--- src/rtl/somador_serial.sv ---
// Bit-serial N-bit adder: one full-adder cell plus a carry flop, LSB first, valid/ready on both sides.
// Optional signed-overflow output enabled by defining SOMADOR_SERIAL_OVF_EN.
module somador_serial #(
    parameter int unsigned N = 8
) (
    input  logic         clk,
    input  logic         rst_n,
    input  logic         in_valid,
    output logic         in_ready,
    input  logic [N-1:0] A,
    input  logic [N-1:0] B,
    input  logic         C_in,
    output logic         out_valid,
    input  logic         out_ready,
    output logic [N-1:0] S,
    output logic         C_out,
`ifdef SOMADOR_SERIAL_OVF_EN
    output logic         overflow,
`endif
    output logic         ocupado
);

    localparam int unsigned CW = (N > 2) ? $clog2(N) : 1;

    typedef enum logic [1:0] {
        OCIOSO  = 2'd0,
        SOMANDO = 2'd1,
        PRONTO  = 2'd2
    } state_t;

    state_t         state_q, state_d;
    logic [N-1:0]   a_q, a_d;
    logic [N-1:0]   b_q, b_d;
    logic [N-1:0]   soma_q, soma_d;
    logic [N-1:0]   s_q, s_d;
    logic [CW-1:0]  cnt_q, cnt_d;
    logic           carry_q, carry_d;
    logic           c_out_q, c_out_d;
    logic           soma_bit;
    logic           carry_nxt;
`ifdef SOMADOR_SERIAL_OVF_EN
    logic           ovf_q, ovf_d;
`endif

    always_ff @(posedge clk or negedge rst_n) begin
        if (!rst_n) begin
            state_q <= OCIOSO;
            a_q     <= '0;
            b_q     <= '0;
            soma_q  <= '0;
            s_q     <= '0;
            cnt_q   <= '0;
            carry_q <= 1'b0;
            c_out_q <= 1'b0;
`ifdef SOMADOR_SERIAL_OVF_EN
            ovf_q   <= 1'b0;
`endif
        end else begin
            state_q <= state_d;
            a_q     <= a_d;
            b_q     <= b_d;
            soma_q  <= soma_d;
            s_q     <= s_d;
            cnt_q   <= cnt_d;
            carry_q <= carry_d;
            c_out_q <= c_out_d;
`ifdef SOMADOR_SERIAL_OVF_EN
            ovf_q   <= ovf_d;
`endif
        end
    end

    // Next-state logic; the partial sum lives in soma_q so S only changes when a result completes.
    always_comb begin
        state_d   = state_q;
        a_d       = a_q;
        b_d       = b_q;
        soma_d    = soma_q;
        s_d       = s_q;
        cnt_d     = cnt_q;
        carry_d   = carry_q;
        c_out_d   = c_out_q;
`ifdef SOMADOR_SERIAL_OVF_EN
        ovf_d     = ovf_q;
`endif
        soma_bit  = a_q[0] ^ b_q[0] ^ carry_q;
        carry_nxt = (a_q[0] & b_q[0]) | (a_q[0] & carry_q) | (b_q[0] & carry_q);

        case (state_q)
            OCIOSO: begin
                if (in_valid) begin
                    a_d     = A;
                    b_d     = B;
                    carry_d = C_in;
                    soma_d  = '0;
                    cnt_d   = '0;
                    state_d = SOMANDO;
                end
            end
            SOMANDO: begin
                a_d     = a_q >> 1;
                b_d     = b_q >> 1;
                carry_d = carry_nxt;
                soma_d  = {soma_bit, soma_q[N-1:1]};
                cnt_d   = cnt_q + CW'(1);
                if (cnt_q == CW'(N - 1)) begin
                    s_d     = {soma_bit, soma_q[N-1:1]};
                    c_out_d = carry_nxt;
`ifdef SOMADOR_SERIAL_OVF_EN
                    ovf_d   = carry_q ^ carry_nxt;
`endif
                    cnt_d   = '0;
                    state_d = PRONTO;
                end
            end
            PRONTO: begin
                if (out_ready) begin
                    state_d = OCIOSO;
                end
            end
            default: state_d = OCIOSO;
        endcase
    end

    assign in_ready  = (state_q == OCIOSO);
    assign ocupado   = (state_q == SOMANDO);
    assign out_valid = (state_q == PRONTO);
    assign S         = s_q;
    assign C_out     = c_out_q;
`ifdef SOMADOR_SERIAL_OVF_EN
    assign overflow  = ovf_q;
`endif

endmodule

--- config.mk ---
export PLATFORM = sky130hd
export DESIGN_NAME = somador_serial
export DESIGN_NICKNAME = d
export VERILOG_FILES = /design/src/rtl/somador_serial.sv
export SDC_FILE = /design/constraint.sdc
export NUM_CORES = 1
export LEC_CHECK = 0
export BUFFER_PORTS_ARGS = -buffer_cell sky130_fd_sc_hd__buf_2
export CAP_MARGIN = 20
export CORE_UTILIZATION = 55
export CTS_CLUSTER_SIZE = 24
export DETAILED_ROUTE_END_ITERATION = 10
export PLACE_DENSITY = 0.78
export SLEW_MARGIN = 20
export SYNTH_ARGS = -nofsm -noshare
export SYNTH_HDL_FRONTEND = slang
export SYNTH_SLANG_ARGS = --single-unit
--- constraint.sdc ---
create_clock -name clk -period 2.3 [get_ports clk]
set_clock_uncertainty 0.2 [all_clocks]
set_input_delay 0.69 -clock clk [delete_from_list [all_inputs] [get_ports clk]]
set_output_delay 0.69 -clock clk [all_outputs]
set_load 0.005 [all_outputs]
## After elaboration in Yosys (flattened, before gate mapping)

Index checks and enable logic that the tools add are counted.

- Register bits: 39
- Bits in latches: 0
- Memory bits (writable): 0
- Bits in read-only memories: 0
- Bits of input ports: 21
- Output and inout port bits: 12
- Logic and storage cells: 42
- Memories kept: 0

- Add/sub/neg operators: 1
- Multipliers: 0
- Div/mod/pow operators: 0
- $lt $le $gt $ge: 0
- Equal/unequal tests: 6
- Shift-type cells: 0
- Multiplexer cells: 15
- Bitwise gates (word level): 7
- Reductions and logical operators: 5

Operator list:

| operator | count |
|---|---|
| one-hot mux 8 bit (2 select lines) | 3 |
| 2-to-1 mux 8 bit | 3 |
| 2-to-1 mux 2 bit | 3 |
| 2-to-1 mux 3 bit | 2 |
| one-hot mux 2 bit (3 select lines) | 1 |
| one-hot mux 3 bit (2 select lines) | 1 |
| inequality test 2 x 1 -> 1 bit (second input constant) | 2 |
| AND reduction 2 bit | 2 |
| adder 3 x 1 -> 3 bit (second input constant) | 1 |
| bitwise AND 1 bit | 3 |
| == test 3 bit (second input constant) | 1 |
| AND reduction 3 bit | 1 |
| == test 2 x 1 -> 1 bit (second input constant) | 1 |
| == test 2 bit (second input constant) | 1 |
| zero test 2 bit | 1 |
| inequality test 2 bit (second input constant) | 1 |
| OR 1 bit | 2 |
| one-hot mux 1 bit (2 select lines) | 1 |
| nonzero test 2 bit | 1 |
| XOR 1 bit | 2 |
| 2-to-1 mux 1 bit | 1 |

## Longest topological paths before layout

Gate-level depths: netlist of the first run.

- Depth in word-level cells: 4
- Mapped depth: 5
- Mapped depth without buffers: 4

## Least setup slack after synthesis of the first run

OpenSTA, ideal clock, no wires.

- Path kind: register -> output
- Start: register state_q[0]
- End: output port out_valid
- Arrival: 0.854 ns
- Required time: 1.410 ns
- Setup slack: 0.556 ns
- Stages on the path, launching flop included: 5
- Buffers on the path: 2
- Path through: dfrtp_1 buf_4 buf_2 nand2b_1 inv_1

- Cells in the longest elaborated chain, start to end: 1

Ends and longest elaborated chain:

| item | RTL line | text |
|---|---|---|
| start, declared | 31 | `state_t state_q, state_d;` |
| start signal, assigned | 59 | `state_q <= state_d;` |
| == test 2 bit | 127 | `assign out_valid = (state_q == PRONTO);` |
| end, declared | 13 | `output logic out_valid,` |

No other way between the ends.

## Final worst setup path of the first run

- Start: register state_q[0]
- End: output port in_ready

- Cells in the longest elaborated chain, start to end: 1

Ends and longest elaborated chain:

| item | RTL line | text |
|---|---|---|
| zero test 2 bit | 125 | `assign in_ready = (state_q == OCIOSO);` |
| end, declared | 9 | `output logic in_ready,` |

No other way between the ends.

==> results of run 1 <==
-- power groups by stage --
stage                     logic [mW]  clock network, mW  registers [mW]
final                           1.14              0.591            1.15
after floorplan                0.911                  0            1.11
after CTS                       1.15              0.604            1.15
after global routing            1.27              0.635            1.19
after global placement          1.10                  0            1.14
after detailed placement        1.15                  0            1.17
-- flip-flops by register name, indices dropped and copies added (netlist names) --
register	count
C_out	1
carry_q	1
a_q	8
soma_q	7
b_q	8
S	8
cnt_q	3
state_q	2
-- placed cells by master (no fill, tap or decap), drive strengths merged, types with 3 or more instances in the layout --
cell type and count:
buf 40, a22o 10, a211oi 13, nor4b 13, nand2b 3, dfrtp 38
mux2 9, nor3b 13, clkbuf 6, inv 18
-- path summary, 6_finish.rpt --
path	start	to	slack, ns	cells past startpoint
setup / recovery	state_q[0]$_DFFE_PN0P_	in_ready	0.1	3
hold / removal	rst_n	S[7]$_DFFE_PN0P_	0.17	2
setup reg to reg	cnt_q[0]$_DFFE_PN0P_	S[4]$_DFFE_PN0P_	0.49	5
hold reg to reg	C_out$_DFFE_PN0P_	C_out$_DFFE_PN0P_	0.32	1
max in group asynchronous	rst_n	b_q[1]$_DFFE_PN0P_	1.38	2
min in group clk	out_ready	state_q[1]$_DFFE_PN0P_	0.32	2
-- critical path, stage by stage (launching register included) --
cell and delay, ns:
dfrtp_1 0.42, buf_4 0.20, nor2_2 0.19, buf_2 0.16
-- per-layer routing --
metal | vias up | share of wire, % | track usage, %
met4 | 0 | 1.7 | 10.1
met2 | 41 | 49 | 34.7
met3 | 7 | 4.7 | 5.12
met5 | - | 0 | 0
met1 | 622 | 45 | 27.3
li1 | 603 | - | -
-- logic make-up after synthesis --
group                    after synthesis
flip-flops                            38
AND/OR/NAND/NOR                       37
buffers and inverters                 31
AO/OA/AOI/OAI                         30
multiplexers                           9
adder cells (fa/ha/maj)                3
-- cell type report --
cell class	instances	area (um^2)	area share (%)
Clock buffer	6	51.3	2.32
Tap cell	46	57.6	2.61
Multi-Input combinational cell	79	801	36.3
Timing Repair Buffer	40	220	9.97
Clock inverter	2	60.1	2.72
Sequential cell	38	951	43.1
Inverter	18	67.6	3.06
==> results.md, run 1 <==
* Status: finished, final reports clean
* Final nets at 206
* Mux share of post-synthesis cell area at 7.06%
* Core area at 3340 um^2
* Critical path fanouts, max at 14
* Post-Synthesis Cells at 148
* Worst EP arrival at 1.31 ns
* Setup Fix Bufs, Post-CTS at 0
* GRT Total Usage at 21.5%
* Largest net degree at the start of global routing at 39
* Cell variety after synth at 29
* Synth Area in Compound Gates at 15.6%
* Clock-pin slew on the worst setup and hold paths at 0.11 ns
* GR Overflow Total at 0
* Clk buf depth at 2
* IO buf count at 32
* Initial antenna violation count at 0
* Syn_nets at 172
* # IOs at 33
* Adder-Cell Fraction of Synth Area at 2.35%
* Die width at 61.0 um
* Actual slew at the worst max-slew pin at 0.481 ns
* Antenna Nets Post-Route at 0
* Switching Fraction at 33.2%
* Vias post-DR at 1,273
* Max-cap viol count at 0
* DP Cell Count at 221
* Post-layout util at 66.2%
* Clk Latency, worst-skew pair at 0.34 ns
* Top FF cell, synth: dfrtp_1
* Initial Util at 57.4%
* GPL Wtd Cong at 0.747
* Final setup viols at 0
* DP HPWL at 2470 um
* Wirelength, routed at 3560 um
* Main combinational cell family by area after synthesis: simple AND/OR/NAND/NOR gates
* Post-Layout Cell Count at 229
* Setup total negative slack at 0 ns
* H-tree depth at 2
* CTS Hold Bufs at 0
* Synth Area in Simple Gates at 16.9%
* Clock power share at 20.5%
* Most frequent cells after synthesis: dfrtp_1, inv_1, nor3b_1
* CP Capture Type: primary output
* Comb power frac at 39.5%
* First-pass GRT wire length at 5750 um
* Synth area leader: dfrtp_1
* F_max at 454 MHz
* Placed instance area at 2100 um^2
* PD cells at 1310 nW/um^2
* Final worst setup slack at 0.0976 ns
* Critical path type: reg2out
* Final Hold Vio Count at 0
* Die Height at 61.0 um
* Slew HR at 67.9%
* Post-route cell area at 2210 um^2
* Vias in the first global route at 1,276
* Int Power at 1.93 mW
* Die area at 3720 um^2
* Register area share after synthesis at 49.7%
* Clock root buffer: clkbuf_4
* # rows at 21
* Min Tclk post-route at 2.20 ns
* YS warnings at 0
* CP Data Required Time at 1.41 ns
* Worst VDD drop at 0.641 mV
* Final worst-path cycle share at 95.8%
* Layout cells sized above 1 at 41.0%
* Startpoint types: register
* Psw at 0.958 mW
* Worst hold margin at 0.175 ns
* HP Class: in2async
* # resized after CTS at 0
* DR WL/cell at 15.5 um
* 1st-pass router iterations at 4
* CTS sink cnt at 38
* Via density at 5.56
* Syn avg cell area at 12.9 um^2
* Count leader, synth: dfrtp_1
* Power Total at 2.89 mW
* Post-Synth XOR/XNOR Area at 0%
* Pre-CTS WS at 0.368 ns
* Leakage at 1.07 nW
* ANT cells at 0
* RSZ-0062 raised after global routing: false
* Clock buffer count from CTS at 5
* FFs w/ async S/R, synth at 100%
* FF+latch count, synth at 38
* Max Slew Vio Count at 0
* Number of fill cells in the layout at 276
* Synth-to-layout area growth at 15.4%
* # DRC at 0
* Drt first-iter violations at 71
* Number of enable flip-flop cells after synthesis at 0
* Synth top area share at 49.7%
* Synthesized area at 1910 um^2
* TritonCTS clock tree: built
* Dominant cells by area after synthesis: dfrtp_1, mux2_4, a211oi_2
* Sequential cell fraction of total power at 40.0%
Power figures use the tool's default switching activity.
==> inputs of run 2 (changes only) <==
==> constraint.sdc (replaced) <==
create_clock -name clk -period 2.4 [get_ports clk]
set_clock_uncertainty 0.2 [all_clocks]
set_input_delay 0.72 -clock clk [delete_from_list [all_inputs] [get_ports clk]]
set_output_delay 0.72 -clock clk [all_outputs]
set_load 0.005 [all_outputs]
==> run 2 against run 1 <==
Compared with the run above: wire length fell by 1.9%; via count fell by 0.16%; power fell by 13%; critical path type unchanged; largest cell class unchanged.
==> results.md, run 2 (synthesis gave the netlist of run 1 again) <==
* Post-layout util at 64.0% (-2.2 points)
* Area of the multi-input gates at 801 um^2 (unchanged)
* Final worst-path cycle share at 92.2%
* Pre-CTS WS at 0.426 ns (+0.0576 ns)
* 1st-pass router iterations at 4 (unchanged)
* GR Overflow Total at 0 (unchanged)
* # DRC at 0 (unchanged)
* DP HPWL at 2380 um (-3.6%)
* Vias post-DR at 1,271 (-0.16%)
* Startpoint types: register
* # rows at 21 (unchanged)
* Final worst setup slack at 0.187 ns (+0.0892 ns)
* Final setup viols at 0 (unchanged)
* Initial Util at 57.4% (unchanged)
* Final Hold Vio Count at 0 (unchanged)
* Commonest non-fill, non-tap cells in the layout: dfrtp_1, buf_2, inv_1
* GRT Total Usage at 22.0% (+0.47 points)
* Leakage at 1.03 nW (-3.5%)
* Status: finished, final reports clean
* CP Capture Type: primary output
* Levels on crit path at 2 (-1)
* Wirelength, routed at 3490 um (-1.9%)
* Worst hold margin at 0.201 ns (+0.0261 ns)
* Worst VDD drop at 0.446 mV (-30%)
* Antenna Nets Post-Route at 0 (unchanged)
* Clock root buffer: clkbuf_4
* Slowest stage delay, CP at 0.51 ns (+0.09 ns)
* Clock buffer count from CTS at 5 (unchanged)
* F_max at 452 MHz
* Largest net degree at the start of global routing at 39 (unchanged)
* Drt first-iter violations at 48 (-32%)
* # resized after CTS at 0 (unchanged)
* Max-cap viol count at 0 (unchanged)
* Synth-to-layout area growth at 11.5%
* R2R depth at 4 (-1)
* Worst EP arrival at 1.29 ns (-0.02 ns)
* CP delay by family, top: flip-flops
* Critical path type: reg2out
* TritonCTS clock tree: built
* Crit path cell chain: and2b_4 -> buf_2
* ANT cells at 0 (unchanged)
* CTS Hold Bufs at 0 (unchanged)
* Clock-pin slew on the worst setup and hold paths at 0.11 ns (about the same)
* Slowest CP cell: dfrtp_1
* GPL Wtd Cong at 0.796 (+6.6%)
* Clk Latency, worst-skew pair at 0.35 ns (about the same)
* # IOs at 33 (unchanged)
* Max Slew Vio Count at 0 (unchanged)
* HP Class: in2async
* Setup Fix Bufs, Post-CTS at 0 (unchanged)
* Die Height at 61.0 um (unchanged)
* CP Data Required Time at 1.48 ns (+0.07 ns)
* Actual slew at the worst max-slew pin at 0.641 ns (+0.160 ns)
* Setup total negative slack at 0 ns (unchanged)
* H-tree depth at 2 (unchanged)
* Most common cell after layout, fill and taps aside: dfrtp_1
* Slew HR at 57.1% (-11 points)
* DR WL/cell at 15.4 um (-0.61%)
* Reg area at 951 um^2 (unchanged)
* Layout cells sized above 1 at 39.4% (-1.5 points)
* First-pass GRT wire length at 5710 um (-0.59%)
* Vias in the first global route at 1,231 (-3.5%)
* Final nets at 203 (-1.5%)
* Min Tclk post-route at 2.21 ns
* Die width at 61.0 um (unchanged)
* PD cells at 1180 nW/um^2 (-9.5%)
* IO buf count at 32 (unchanged)
* Core area at 3340 um^2 (unchanged)
* Via density at 5.62 (+1.2%)
* Initial antenna violation count at 0 (unchanged)
* Number of fill cells in the layout at 269 (-2.5%)
* Die area at 3720 um^2 (unchanged)
* Critical path fanouts, max at 13 (-1)
* Critical path buffers and inverters at 1 (-1)
* Clk buf depth at 2 (unchanged)
* CTS sink cnt at 38 (unchanged)
* RSZ-0062 raised after global routing: false
## run 2: cell count changes in the layout (fill, tap and decap cells not counted), sizes merged
cell    change
clkbuf      +1
bufinv      -2
buf         -3
clkinv      +1
## run 2: cell type report
cell class              count  share of cell area (%)
flip-flops and latches     38                    44.5
inverters                  18                    3.17
clock buffers               7                    2.58
well taps                  46                    2.70
clock inverters             1                   0.234
repair buffers             37                    9.26
multi-input cells          79                    37.5
## run 2: report_power, final
part	internal, mW	total, mW	switching [mW]	leakage, nW
Clock	0.142	0.352	0.209	0.0353
Combinational	0.556	1.06	0.501	0.529
Sequential	0.920	1.12	0.195	0.467
## run 2: layer usage
| layer | up-vias | wire, um | global-route usage [%] |
|---|---|---|---|
| li1 | 598 | - | - |
| met1 | 625 | 1580 | 27.4 |
| met2 | 38 | 1640 | 33.6 |
| met3 | 10 | 173 | 7.68 |
| met4 | 0 | 95 | 11.7 |
| met5 | - | 0 | 0 |
## run 2: per-stage QoR
stage	instance area, um^2	power [mW]	std cells
finish	2130	2.52	226
CTS	2130	2.55	226
floorplan	1910	1.94	148
global route	2130	2.73	226
global placement	2070	2.13	218
detailed placement	2070	2.19	218
## run 2: path summary, 6_finish.rpt
path                                   startpoint                to  slack [ns]
max in group asynchronous                   rst_n  S[0]$_DFFE_PN0P_        1.47
min in group clk                 S[1]$_DFFE_PN0P_  S[1]$_DFFE_PN0P_        0.32
min reg2reg                      S[1]$_DFFE_PN0P_  S[1]$_DFFE_PN0P_        0.32
max                        state_q[0]$_DFFE_PN0P_           ocupado        0.19
max reg2reg                  cnt_q[0]$_DFFE_PN0P_  S[0]$_DFFE_PN0P_        0.44
min                                         rst_n  S[6]$_DFFE_PN0P_        0.20
==> inputs of run 3 (changes only) <==
--- a/config.mk
+++ b/config.mk
@@ -5,12 +5,15 @@
 export SDC_FILE = /design/constraint.sdc
 export NUM_CORES = 1
 export LEC_CHECK = 0
+export ABC_AREA = 1
 export BUFFER_PORTS_ARGS = -buffer_cell sky130_fd_sc_hd__buf_2
 export CAP_MARGIN = 20
-export CORE_UTILIZATION = 55
+export CELL_PAD_IN_SITES_DETAIL_PLACEMENT = 0
+export CELL_PAD_IN_SITES_GLOBAL_PLACEMENT = 1
+export CORE_UTILIZATION = 40
 export CTS_CLUSTER_SIZE = 24
 export DETAILED_ROUTE_END_ITERATION = 10
-export PLACE_DENSITY = 0.78
+export PLACE_DENSITY_LB_ADDON = 0.1
 export SLEW_MARGIN = 20
 export SYNTH_ARGS = -nofsm -noshare
 export SYNTH_HDL_FRONTEND = slang
==> run 3 against run 2 <==
Compared with the run above: via count is 8.1% higher; sequential share of layout area up 0.72 points; worst setup slack gained 0.22 ns; critical endpoint is now in_ready; power down 1.5%; synthesized cell count increased by 49%; synthesized area is 5.1% lower; critical path depth did not move.
==> results.md, run 3 <==
* Clock buffer count from CTS at 5 (unchanged)
* Initial antenna violation count at 0 (unchanged)
* Max Slew Vio Count at 0 (unchanged)
* Synth top area share at 52.3% (+2.7 points)
* FF+latch count, synth at 38 (unchanged)
* H-tree depth at 2 (unchanged)
* Final Hold Vio Count at 0 (unchanged)
* Register area share after synthesis at 52.3% (+2.7 points)
* Pre-CTS WS at 0.646 ns (+0.220 ns)
* ANT cells at 0 (unchanged)
* Most frequent cells after synthesis: nand2_1, dfrtp_1, inv_1
* GR Overflow Total at 0 (unchanged)
* Core area at 4350 um^2 (+30%)
* Synth area leader: dfrtp_1
* R2R depth at 4 (unchanged)
* Antenna Nets Post-Route at 0 (unchanged)
* Crit path cell chain: nor2_1 -> buf_2
* Startpoint types: register
* Worst hold margin at 0.184 ns (-0.0171 ns)
* Clock-pin slew on the worst setup and hold paths at 0.07 ns (-0.04 ns)
* Clock root buffer: clkbuf_8
* Most common cell after layout, fill and taps aside: nand2_1
* Slowest CP cell: dfrtp_1
* Die width at 69.4 um (+14%)
* Drt first-iter violations at 99 (+110%)
* RSZ-0062 raised after global routing: false
* Syn_nets at 244 (+42%)
* Vias in the first global route at 1,353 (+9.9%)
* CP Capture Type: primary output
* CTS sink cnt at 38 (unchanged)
* Cell variety after synth at 21 (-28%)
* FFs w/ async S/R, synth at 100% (unchanged)
* Wirelength, routed at 3280 um (-6.1%)
* Placed instance area at 2010 um^2 (-3.1%)
* Max-cap viol count at 0 (unchanged)
* # DRC at 0 (unchanged)
* Commonest non-fill, non-tap cells in the layout: nand2_1, dfrtp_1, inv_1
* First-pass GRT wire length at 6200 um (+8.6%)
* Post-Layout Cell Count at 307 (+36%)
* Layout cells sized above 1 at 22.7% (-17 points)
* Via density at 4.48 (-20%)
* Status: finished, final reports clean
* GPL Wtd Cong at 0.665 (-16%)
* Post-Synthesis Cells at 220 (+49%)
* Die area at 4820 um^2 (+29%)
* DR WL/cell at 10.7 um (-31%)
* Count leader, synth: nand2_1
* TritonCTS clock tree: built
* CP Data Required Time at 1.48 ns (about the same)
* # rows at 24 (+14%)
* Synthesized area at 1820 um^2 (-5.1%)
* 1st-pass router iterations at 4 (unchanged)
* Die Height at 69.4 um (+14%)
* Clk buf depth at 2 (unchanged)
* Min Tclk post-route at 2.00 ns (-0.218 ns)
* CTS Hold Bufs at 0 (unchanged)
* PD cells at 1180 nW/um^2 (about the same)
* Setup Fix Bufs, Post-CTS at 0 (unchanged)
* HP Class: in2async
* GRT Total Usage at 16.3% (-5.6 points)
* Vias post-DR at 1,374 (+8.1%)
* Initial Util at 41.7% (-16 points)
* Final worst setup slack at 0.405 ns (+0.218 ns)
* Final setup viols at 0 (unchanged)
* Synth-to-layout area growth at 15.6%
* Worst reg2reg setup slack at 0.73 ns (+0.29 ns)
* Leakage at 1.22 nW (+18%)
* Worst VDD drop at 0.438 mV (-1.7%)
* Clk Latency, worst-skew pair at 0.28 ns (-0.07 ns)
* Dominant cells by area after synthesis: dfrtp_1, nand2_1, inv_1
* YS warnings at 0 (unchanged)
* Top FF cell, synth: dfrtp_1
* F_max at 501 MHz (+11%)
* DP Cell Count at 299 (+37%)
* Slew HR at 73.3% (+16 points)
* DP HPWL at 2220 um (-6.6%)
* Slowest stage delay, CP at 0.46 ns (-0.05 ns)
* Number of fill cells in the layout at 454 (+69%)
* Largest net degree at the start of global routing at 39 (unchanged)
* Syn avg cell area at 8.26 um^2 (-36%)
* Worst EP arrival at 1.08 ns (-0.21 ns)
* IO buf count at 32 (unchanged)
* Final worst-path cycle share at 83.1% (-9.1 points)
* Critical path fanouts, max at 6 (-7)
* # IOs at 33 (unchanged)
* # resized after CTS at 0 (unchanged)
* Critical path type: reg2out
* Post-route cell area at 2100 um^2 (-1.6%)
* Number of enable flip-flop cells after synthesis at 0 (unchanged)
* Final nets at 278 (+37%)
* Setup total negative slack at 0 ns (unchanged)
* Actual slew at the worst max-slew pin at 0.400 ns (-0.241 ns)
[run 3: cell families (layout without fill, tap and decap cells)]
logic type | Yosys count | in the layout | synth area share (%)
AO/OA/AOI/OAI | 19 | 19 | 7.02
buffers and inverters | 48 | 83 | 12.3
flip-flops | 38 | 38 | 52.3
AND/OR/NAND/NOR | 112 | 112 | 25.9
adder cells (fa/ha/maj) | 3 | 3 | 2.48
[run 3: worst paths after layout]
check	from	endpoint
setup / recovery	state_q[0]$_DFFE_PN0P_	in_ready
setup reg to reg	cnt_q[0]$_DFFE_PN0P_	state_q[1]$_DFFE_PN0P_
min in group clk	S[7]$_DFFE_PN0P_	S[7]$_DFFE_PN0P_
hold / removal	rst_n	C_out$_DFFE_PN0P_
hold reg to reg	S[7]$_DFFE_PN0P_	S[7]$_DFFE_PN0P_
max in group asynchronous	rst_n	a_q[7]$_DFFE_PN0P_
[run 3: per-layer routing]
layer  vias to the layer above  track usage [%]  wire length, um
met5                         -                0                0
met4                         0             6.12               55
met3                         6             4.51              126
met2                        26             25.6             1410
met1                       619             21.6             1680
li1                        723                -                -
[run 3: worst max-delay path, delay by kind of cell, from the launching register on]
kind	cells	cell delay (ns)
buf+inv	1	0.14
flops	1	0.46
simple gates	1	0.19
[run 3: power by group]
group | switching (mW) | total [mW] | internal, mW
Clock | 0.217 | 0.449 | 0.232
Combinational | 0.587 | 0.970 | 0.384
Sequential | 0.151 | 1.07 | 0.915
Total | 0.955 | 2.49 | 1.53
[run 3: cell type report]
class	count	area (um^2)	area share [%]
Multi-Input combinational cell	134	643	30.6
Sequential cell	38	951	45.3
Timing Repair Buffer	35	195	9.29
Tap cell	52	65.1	3.10
Clock buffer	7	86.3	4.11
Clock inverter	1	5.00	0.238
Inverter	40	155	7.39
[run 3: per-stage QoR]
step           util [%]  power (mW)
3_3_place_gp       46.1        2.06
6_report           48.2        2.49
3_5_place_dp       46.1        2.07
5_1_grt            48.2        2.75
4_1_cts            48.2        2.54
2_1_floorplan         -        1.83
